## src/rtl/chess_board_render_if.sv

```systemverilog
// Board-memory read port between the renderer and its synchronous row store.
interface chess_board_render_if #(
    parameter int ADDR_W = 12,
    parameter int DATA_W = 32
);
    logic [ADDR_W-1:0] oAddr;
    logic [DATA_W-1:0] iData;

    modport master (output oAddr, input iData);
    modport slave  (input oAddr, output iData);
endinterface

```

## src/rtl/chess_board_render.sv

```systemverilog
// Three-stage board renderer: square resolve / piece extract / colour,
// with frame-latched flip, blinking cursor and selected-square highlight.
module chess_board_render #(
    parameter int BOARD_N    = 8,
    parameter int SQ_LOG2    = 5,
    parameter int X_OFFSET   = 64,
    parameter int Y_OFFSET   = 0,
    parameter int PIECE_W    = 4,
    parameter int ADDR_W     = 12,
    parameter int DATA_W     = 32,
    parameter int BASE_ADDR  = 0,
    parameter int INSET      = 6,
    parameter int BLINK_LOG2 = 5
) (
    input  logic        iCLK,
    input  logic        iRST,
    input  logic        iValid,
    input  logic [9:0]  iX,
    input  logic [9:0]  iY,
    input  logic        iHS,
    input  logic        iVS,
    input  logic        iFrameStart,
    input  logic        iFlip,
    input  logic        iCursorEn,
    input  logic [2:0]  iCursorRow,
    input  logic [2:0]  iCursorCol,
    input  logic        iSelEn,
    input  logic [2:0]  iSelRow,
    input  logic [2:0]  iSelCol,
    chess_board_render_if.master mem,
    output logic        oValid,
    output logic [7:0]  oR,
    output logic [7:0]  oG,
    output logic [7:0]  oB,
    output logic        oHS,
    output logic        oVS
);
    localparam int SQ    = 1 << SQ_LOG2;
    localparam int RC_W  = (BOARD_N > 1) ? $clog2(BOARD_N) : 1;
    localparam int X_END = X_OFFSET + (BOARD_N << SQ_LOG2);
    localparam int Y_END = Y_OFFSET + (BOARD_N << SQ_LOG2);
    localparam int BW    = BLINK_LOG2 + 1;

    typedef logic [RC_W-1:0] rc_t;

    // Frame-latched controls and blink counter
    logic          flip_reg, cur_en_reg, sel_en_reg;
    logic [2:0]    cur_row_reg, cur_col_reg, sel_row_reg, sel_col_reg;
    logic [BW-1:0] blink_reg;

    always_ff @(posedge iCLK) begin
        if (iRST) begin
            flip_reg    <= 1'b0;
            cur_en_reg  <= 1'b0;
            sel_en_reg  <= 1'b0;
            cur_row_reg <= '0;
            cur_col_reg <= '0;
            sel_row_reg <= '0;
            sel_col_reg <= '0;
            blink_reg   <= '0;
        end else if (iFrameStart) begin
            flip_reg    <= iFlip;
            cur_en_reg  <= iCursorEn;
            sel_en_reg  <= iSelEn;
            cur_row_reg <= iCursorRow;
            cur_col_reg <= iCursorCol;
            sel_row_reg <= iSelRow;
            sel_col_reg <= iSelCol;
            blink_reg   <= blink_reg + 1'b1;
        end
    end

    // Stage 1: square resolve
    logic [9:0]         dx, dy;
    logic [SQ_LOG2-1:0] lx, ly;
    logic               in_board, border, inset, cursor_hit, sel_hit;
    rc_t                scr_row, scr_col, board_row, board_col;

    assign dx        = iX - 10'(X_OFFSET);
    assign dy        = iY - 10'(Y_OFFSET);
    assign in_board  = (int'(iX) >= X_OFFSET) && (int'(iX) < X_END) &&
                       (int'(iY) >= Y_OFFSET) && (int'(iY) < Y_END);
    assign scr_col   = rc_t'(dx >> SQ_LOG2);
    assign scr_row   = rc_t'(dy >> SQ_LOG2);
    assign board_col = flip_reg ? rc_t'(BOARD_N - 1) - scr_col : scr_col;
    assign board_row = flip_reg ? rc_t'(BOARD_N - 1) - scr_row : scr_row;
    assign lx        = dx[SQ_LOG2-1:0];
    assign ly        = dy[SQ_LOG2-1:0];
    assign border    = (int'(lx) < 2) || (int'(lx) >= SQ - 2) ||
                       (int'(ly) < 2) || (int'(ly) >= SQ - 2);
    assign inset     = (int'(lx) >= INSET) && (int'(lx) <= SQ - 1 - INSET) &&
                       (int'(ly) >= INSET) && (int'(ly) <= SQ - 1 - INSET);
    // Blink and cursor/selection are resolved here so in-flight pixels keep them
    assign cursor_hit = cur_en_reg && !blink_reg[BW-1] && border &&
                        (board_row == rc_t'(cur_row_reg)) && (board_col == rc_t'(cur_col_reg));
    assign sel_hit    = sel_en_reg &&
                        (board_row == rc_t'(sel_row_reg)) && (board_col == rc_t'(sel_col_reg));

    logic s1_in_reg, s1_cur_reg, s1_sel_reg, s1_inset_reg, s1_par_reg;
    rc_t  s1_col_reg;

    always_ff @(posedge iCLK) begin
        if (iRST) begin
            mem.oAddr    <= '0;
            s1_in_reg    <= 1'b0;
            s1_cur_reg   <= 1'b0;
            s1_sel_reg   <= 1'b0;
            s1_inset_reg <= 1'b0;
            s1_par_reg   <= 1'b0;
            s1_col_reg   <= '0;
        end else begin
            if (iValid && in_board)
                mem.oAddr <= ADDR_W'(BASE_ADDR) + ADDR_W'(board_row);
            s1_in_reg    <= in_board;
            s1_cur_reg   <= cursor_hit;
            s1_sel_reg   <= sel_hit;
            s1_inset_reg <= inset;
            s1_par_reg   <= board_row[0] ^ board_col[0];
            s1_col_reg   <= board_col;
        end
    end

    // Stage 2: piece extract from the row word
    logic [DATA_W-1:0]  row_word;
    logic [PIECE_W-1:0] s2_piece_reg;
    logic               s2_in_reg, s2_cur_reg, s2_sel_reg, s2_inset_reg, s2_par_reg;

    assign row_word = mem.iData;

    always_ff @(posedge iCLK) begin
        if (iRST) begin
            s2_piece_reg <= '0;
            s2_in_reg    <= 1'b0;
            s2_cur_reg   <= 1'b0;
            s2_sel_reg   <= 1'b0;
            s2_inset_reg <= 1'b0;
            s2_par_reg   <= 1'b0;
        end else begin
            s2_piece_reg <= s1_in_reg ? PIECE_W'(row_word >> (int'(s1_col_reg) * PIECE_W)) : '0;
            s2_in_reg    <= s1_in_reg;
            s2_cur_reg   <= s1_cur_reg;
            s2_sel_reg   <= s1_sel_reg;
            s2_inset_reg <= s1_inset_reg;
            s2_par_reg   <= s1_par_reg;
        end
    end

    // Stage 3: colour priority
    logic [23:0] colour_next, rgb_reg;

    always_comb begin
        colour_next = 24'h000000;
        if (!s2_in_reg)
            colour_next = 24'h000000;
        else if (s2_cur_reg)
            colour_next = 24'hFF0000;
        else if ((s2_piece_reg != '0) && s2_inset_reg)
            colour_next = s2_piece_reg[PIECE_W-1] ? 24'h000000 : 24'hFFFFFF;
        else if (s2_sel_reg)
            colour_next = 24'h00A000;
        else
            colour_next = s2_par_reg ? 24'hB58863 : 24'hF0D9B5;
    end

    // Shared valid/hsync/vsync delay line, one register per pipeline stage
    for (genvar gi = 0; gi < 3; gi++) begin : g_sync
        logic [2:0] stage_reg;
        if (gi == 0) begin : g_first
            always_ff @(posedge iCLK) begin
                if (iRST) stage_reg <= '0;
                else      stage_reg <= {iValid, iHS, iVS};
            end
        end else begin : g_rest
            always_ff @(posedge iCLK) begin
                if (iRST) stage_reg <= '0;
                else      stage_reg <= g_sync[gi-1].stage_reg;
            end
        end
    end

    always_ff @(posedge iCLK) begin
        if (iRST) rgb_reg <= '0;
        else      rgb_reg <= g_sync[1].stage_reg[2] ? colour_next : 24'h000000;
    end

    assign oValid = g_sync[2].stage_reg[2];
    assign oHS    = g_sync[2].stage_reg[1];
    assign oVS    = g_sync[2].stage_reg[0];
    assign oR     = rgb_reg[23:16];
    assign oG     = rgb_reg[15:8];
    assign oB     = rgb_reg[7:0];
endmodule

```

## src/flat_wrapper.sv

```systemverilog
// flat-port wrapper written by rule: the top's interface ports become plain ports
module chess_board_render_flat 
#(
    parameter int BOARD_N    = 8,
    parameter int SQ_LOG2    = 5,
    parameter int X_OFFSET   = 64,
    parameter int Y_OFFSET   = 0,
    parameter int PIECE_W    = 4,
    parameter int ADDR_W     = 12,
    parameter int DATA_W     = 32,
    parameter int BASE_ADDR  = 0,
    parameter int INSET      = 6,
    parameter int BLINK_LOG2 = 5
)
  (iCLK, iRST, iValid, iX, iY, iHS, iVS, iFrameStart, iFlip, iCursorEn, iCursorRow, iCursorCol, iSelEn, iSelRow, iSelCol, oValid, oR, oG, oB, oHS, oVS, mem_oAddr, mem_iData);
  chess_board_render_if #(.ADDR_W(ADDR_W), .DATA_W(DATA_W)) mem_i ();
  input  logic iCLK;
  input  logic iRST;
  input  logic iValid;
  input  logic [9:0] iX;
  input  logic [9:0] iY;
  input  logic iHS;
  input  logic iVS;
  input  logic iFrameStart;
  input  logic iFlip;
  input  logic iCursorEn;
  input  logic [2:0] iCursorRow;
  input  logic [2:0] iCursorCol;
  input  logic iSelEn;
  input  logic [2:0] iSelRow;
  input  logic [2:0] iSelCol;
  output logic oValid;
  output logic [7:0] oR;
  output logic [7:0] oG;
  output logic [7:0] oB;
  output logic oHS;
  output logic oVS;
  output wire logic [$bits(mem_i.oAddr)-1:0] mem_oAddr;
  input wire logic [$bits(mem_i.iData)-1:0] mem_iData;
  assign mem_oAddr = mem_i.oAddr;
  assign mem_i.iData = mem_iData;
  chess_board_render #(.BOARD_N(BOARD_N), .SQ_LOG2(SQ_LOG2), .X_OFFSET(X_OFFSET), .Y_OFFSET(Y_OFFSET), .PIECE_W(PIECE_W), .ADDR_W(ADDR_W), .DATA_W(DATA_W), .BASE_ADDR(BASE_ADDR), .INSET(INSET), .BLINK_LOG2(BLINK_LOG2)) u_core (.iCLK(iCLK), .iRST(iRST), .iValid(iValid), .iX(iX), .iY(iY), .iHS(iHS), .iVS(iVS), .iFrameStart(iFrameStart), .iFlip(iFlip), .iCursorEn(iCursorEn), .iCursorRow(iCursorRow), .iCursorCol(iCursorCol), .iSelEn(iSelEn), .iSelRow(iSelRow), .iSelCol(iSelCol), .mem(mem_i), .oValid(oValid), .oR(oR), .oG(oG), .oB(oB), .oHS(oHS), .oVS(oVS));
endmodule
```

## config.mk

```make
export PLATFORM = sky130hd
export DESIGN_NAME = chess_board_render_flat
export DESIGN_NICKNAME = d
export VERILOG_FILES = /design/src/rtl/chess_board_render_if.sv /design/src/rtl/chess_board_render.sv /design/src/flat_wrapper.sv
export SDC_FILE = /design/constraint.sdc
export NUM_CORES = 1
export LEC_CHECK = 0
export ABC_AREA = 1
export ABC_CLOCK_PERIOD_IN_PS = 2800
export CAP_MARGIN = 15
export CORE_MARGIN = 4
export CORE_UTILIZATION = 47
export CTS_CLUSTER_SIZE = 30
export DETAILED_ROUTE_END_ITERATION = 10
export PLACE_DENSITY = 0.87
export REMOVE_ABC_BUFFERS = 1
export SETUP_SLACK_MARGIN = 0.1
export SYNTH_ARGS = -nofsm -noshare
export SYNTH_HDL_FRONTEND = slang
export SYNTH_SLANG_ARGS = --single-unit
export TNS_END_PERCENT = 50
```

## constraint.sdc

```tcl
create_clock -name iCLK -period 2.8 [get_ports iCLK]
set_input_delay 0.7 -clock iCLK [delete_from_list [all_inputs] [get_ports iCLK]]
set_output_delay 0.7 -clock iCLK [all_outputs]
set_load 0.02 [all_outputs]
```

==> impl_results.md <==
* Status: complete, no violations
* Fin crit share at 0.743
* DRT Wirelength at approximately 6500 um
* Worst slew pin tran at 0.617 ns
* Final Hold Violating Endpoints at 0
* Post-DP Area at about 0.0037 mm^2
* Area Growth Syn to Fin at 39.6%
* Compound-gate portion of the synthesized area at 0.143
* Fin Setup TNS at 0 ns
* IO buf count at about 100
* Die X at around 86 um
* Relative slew slack at 0.588
* CP max-delay cell: clkdlybuf4s50_1
* Post-synthesis sequential area ratio at 0.425
* Clock Sinks at 60
* Final setup vio count at 0
* CTS Root Cell: clkbuf_8
* Crit path max-delay family: buffers and inverters
* Buf/Inv on CP at 1
* First-pass GRT wire length at between 10,000 and 15,000 um
* Post-CTS Hold Buffers at 0
* Seq cells post-synth at 60
* Vias per cell at between 4 and 5
* Psw at 488 uW
* Cell Area, Synth at between 0.002 and 0.003 mm^2
* Power Density at between 500 and 600 mW/mm^2
* Power, Total at just over 2000 uW
* Vias in the first global route at about 2,700
* H-tree lvl count at 3
* Setup Skew at ~0.005 ns
* Crit path DAT at 1.38 ns
* GR Overflow Total at 0
* Slowest Stage Delay on Critical Path at approximately 0.64 ns
* Largest net degree at the start of global routing at 24
* Part of the power in the clock network at 0.406
* Gr usage total at 0.189
* Share of cells above drive strength 1 at 0.0470
* Yosys cell types at 29
* Worst Hold Class: register to register
* Syn_area_per_cell at 7.08 um^2
* Critical path class: register to output pin
* Worst vdd ir at roughly 0.45 mV
* Nets at 560
* Core Area at roughly 0.0057 mm^2
* Sw Share at 0.238
* Synth Area in Adders at 0.0133
* P_int at approximately 1600 uW
* CTS buffer count at 9
* Via count at 2,693
* Worst-Skew Late Latency at roughly 0.34 ns
* Die area at 0.00732 mm^2
* Sequential share of power at 0.447
* Leakage power at about 0.0017 uW
* Clk slew on worst S/H paths at about 0.06 ns
* Gate Count Post-Synth at between 300 and 400
* Layout Utilization at 0.695
* Die Height at 85.6 um
* Max-Cap Viols at 0
* N_diodes at 0
* Antenna violations before repair at 0
* CP endpoint kind: output pin
* Req. time, crit path at approximately 2.1 ns
* Max Root-Sink Buffers at 2
* Simple-Gate Fraction of Synth Area at 0.224
* Ys Warns at 0
* Boundary Pins at between 100 and 150
* Post-route worst setup slack at about 0.72 ns
* XOR/XNOR share of the synthesized area at 0.0359
* Final GP Congestion at slightly above 0.8
* Remaining DRCs at 0
* Highest Clock Rate at slightly below 500 MHz
* Critical Path Start Type: register
* Final Max Tran Viols at 0
* DRT iter0 DRCs at around 140
* Critical Path, Cell by Cell: clkdlybuf4s50_1
* CTS tree: yes
* Number of flip-flops in the largest register at 10
* DRT Pass-1 Iters at 6
* # resized after CTS at 0
* Tmin final at between 2 and 2.5 ns
* Starting density of the core at 0.498
* RSZ-0062 raised after global routing: no
* Worst-path fanout max at 6
* Post-route cell area at 0.00395 mm^2
* Antenna Violating Nets Remaining at 0
* HPWL Detailed at about 4900 um
* Comb power frac at 0.147
* Multiplexer share of the synthesized area at 0
* Drt wl/cell at between 10 and 15 um
* DP Worst Slack at approximately 0.50 ns
* Largest family of logic cells by synthesized area: simple AND/OR/NAND/NOR gates
* Rows at 27
* # Post-CTS Setup Buffers at 0
routing by layer:
metal | vias to the layer above | track usage | routed length, um
met4 | 0 | 0.0647 | 115
met3 | 12 | 0.0730 | 529
met2 | 101 | 0.359 | 3290
li1 | 1388 | - | -
met5 | - | 0 | 0
met1 | 1192 | 0.185 | 2600
cells by family (layout without fill, tap and decap cells):
logic type               after synthesis  count (layout)
XOR/XNOR                               9               9
flip-flops                            60              60
AND/OR/NAND/NOR                      160             160
AO/OA/AOI/OAI                         75              75
other                                  1               9
buffers and inverters                 91             173
adder cells (fa/ha/maj)                3               3
per-stage QoR:
| step | std cells | hold WS, ns |
|---|---|---|
| final | 561 | 0.402 |
| after detailed placement | 545 | 0.396 |
| after global placement | 545 | 0.389 |
| after CTS | 561 | 0.407 |
| after floorplan | 370 | 0.388 |
| after global routing | 561 | 0.424 |
cell usage after synthesis, drive strengths merged:
library cell,instances,area [um^2]
a21oi,15,75.1
a31oi,1,6.26
buf,32,224
clkbuf,5,18.8
conb,1,3.75
dfxtp,60,1200
ha,3,37.5
inv,54,203
nand2,50,190
nand3,5,25.0
nand4,6,37.5
nor2,97,372
nor3,2,10.0
o2111ai,1,8.76
o211ai,4,30.0
o21a,3,22.5
o21ai,47,235
o22ai,4,25.0
xnor2,4,50.1
xor2,5,51.3
path summary, 6_finish.rpt:
| path | from | end | slack, ns | depth (start not counted) |
|---|---|---|---|---|
| min reg2reg | u_core.g_sync[0].stage_reg[0]$_SDFF_PP0_ | u_core.g_sync[1].stage_reg[0]$_SDFF_PP0_ | 0.40 | 2 |
| max reg2reg | u_core.s1_col_reg[0]$_SDFF_PP0_ | u_core.s2_piece_reg[2]$_SDFF_PP0_ | 1.33 | 5 |
| min | u_core.g_sync[0].stage_reg[0]$_SDFF_PP0_ | u_core.g_sync[1].stage_reg[0]$_SDFF_PP0_ | 0.40 | 2 |
| max | u_core.rgb_reg[14]$_SDFF_PP0_ | oG[4] | 0.72 | 1 |
power groups by stage:
| stage | registers [uW] | clock network [uW] | logic [uW] |
|---|---|---|---|
| after global routing | 922 | 884 | 337 |
| final | 918 | 834 | 301 |
| after detailed placement | 936 | 0 | 297 |
| after CTS | 917 | 848 | 302 |
| after floorplan | 931 | 0 | 145 |
| after global placement | 934 | 0 | 289 |
cell type report:
| class | instances | area [um^2] |
|---|---|---|
| Timing Repair Buffer | 103 | 1030 |
| Inverter | 54 | 203 |
| Tap cell | 72 | 90.1 |
| Clock inverter | 5 | 75.1 |
| Multi-Input combinational cell | 256 | 1210 |
| Clock buffer | 11 | 141 |
| Fill cell | 432 | 1730 |
| Sequential cell | 60 | 1200 |
worst reg2reg max path, stage by stage (launching register included):
cell and delay (ns):
dfxtp_1 0.67, inv_2 0.24, o21ai_0 0.21, o22ai_1 0.10, nor2_1 0.10, nor2_1 0.06
cells in the final DEF, fill, tap and decap left out, types with 3 or more instances in the layout:
cell type	n
a21oi_1	15
clkbuf_8	10
o21ai_0	45
dfxtp_1	60
nand2_1	49
ha_1	3
o21a_1	3
nand4_1	6
o211ai_1	4
conb_1	9
clkinv_2	3
o22ai_1	4
inv_1	53
xor2_1	4
clkdlybuf4s50_1	101
nand3_1	5
nor2_1	96
(Power assumes the default switching activity.)
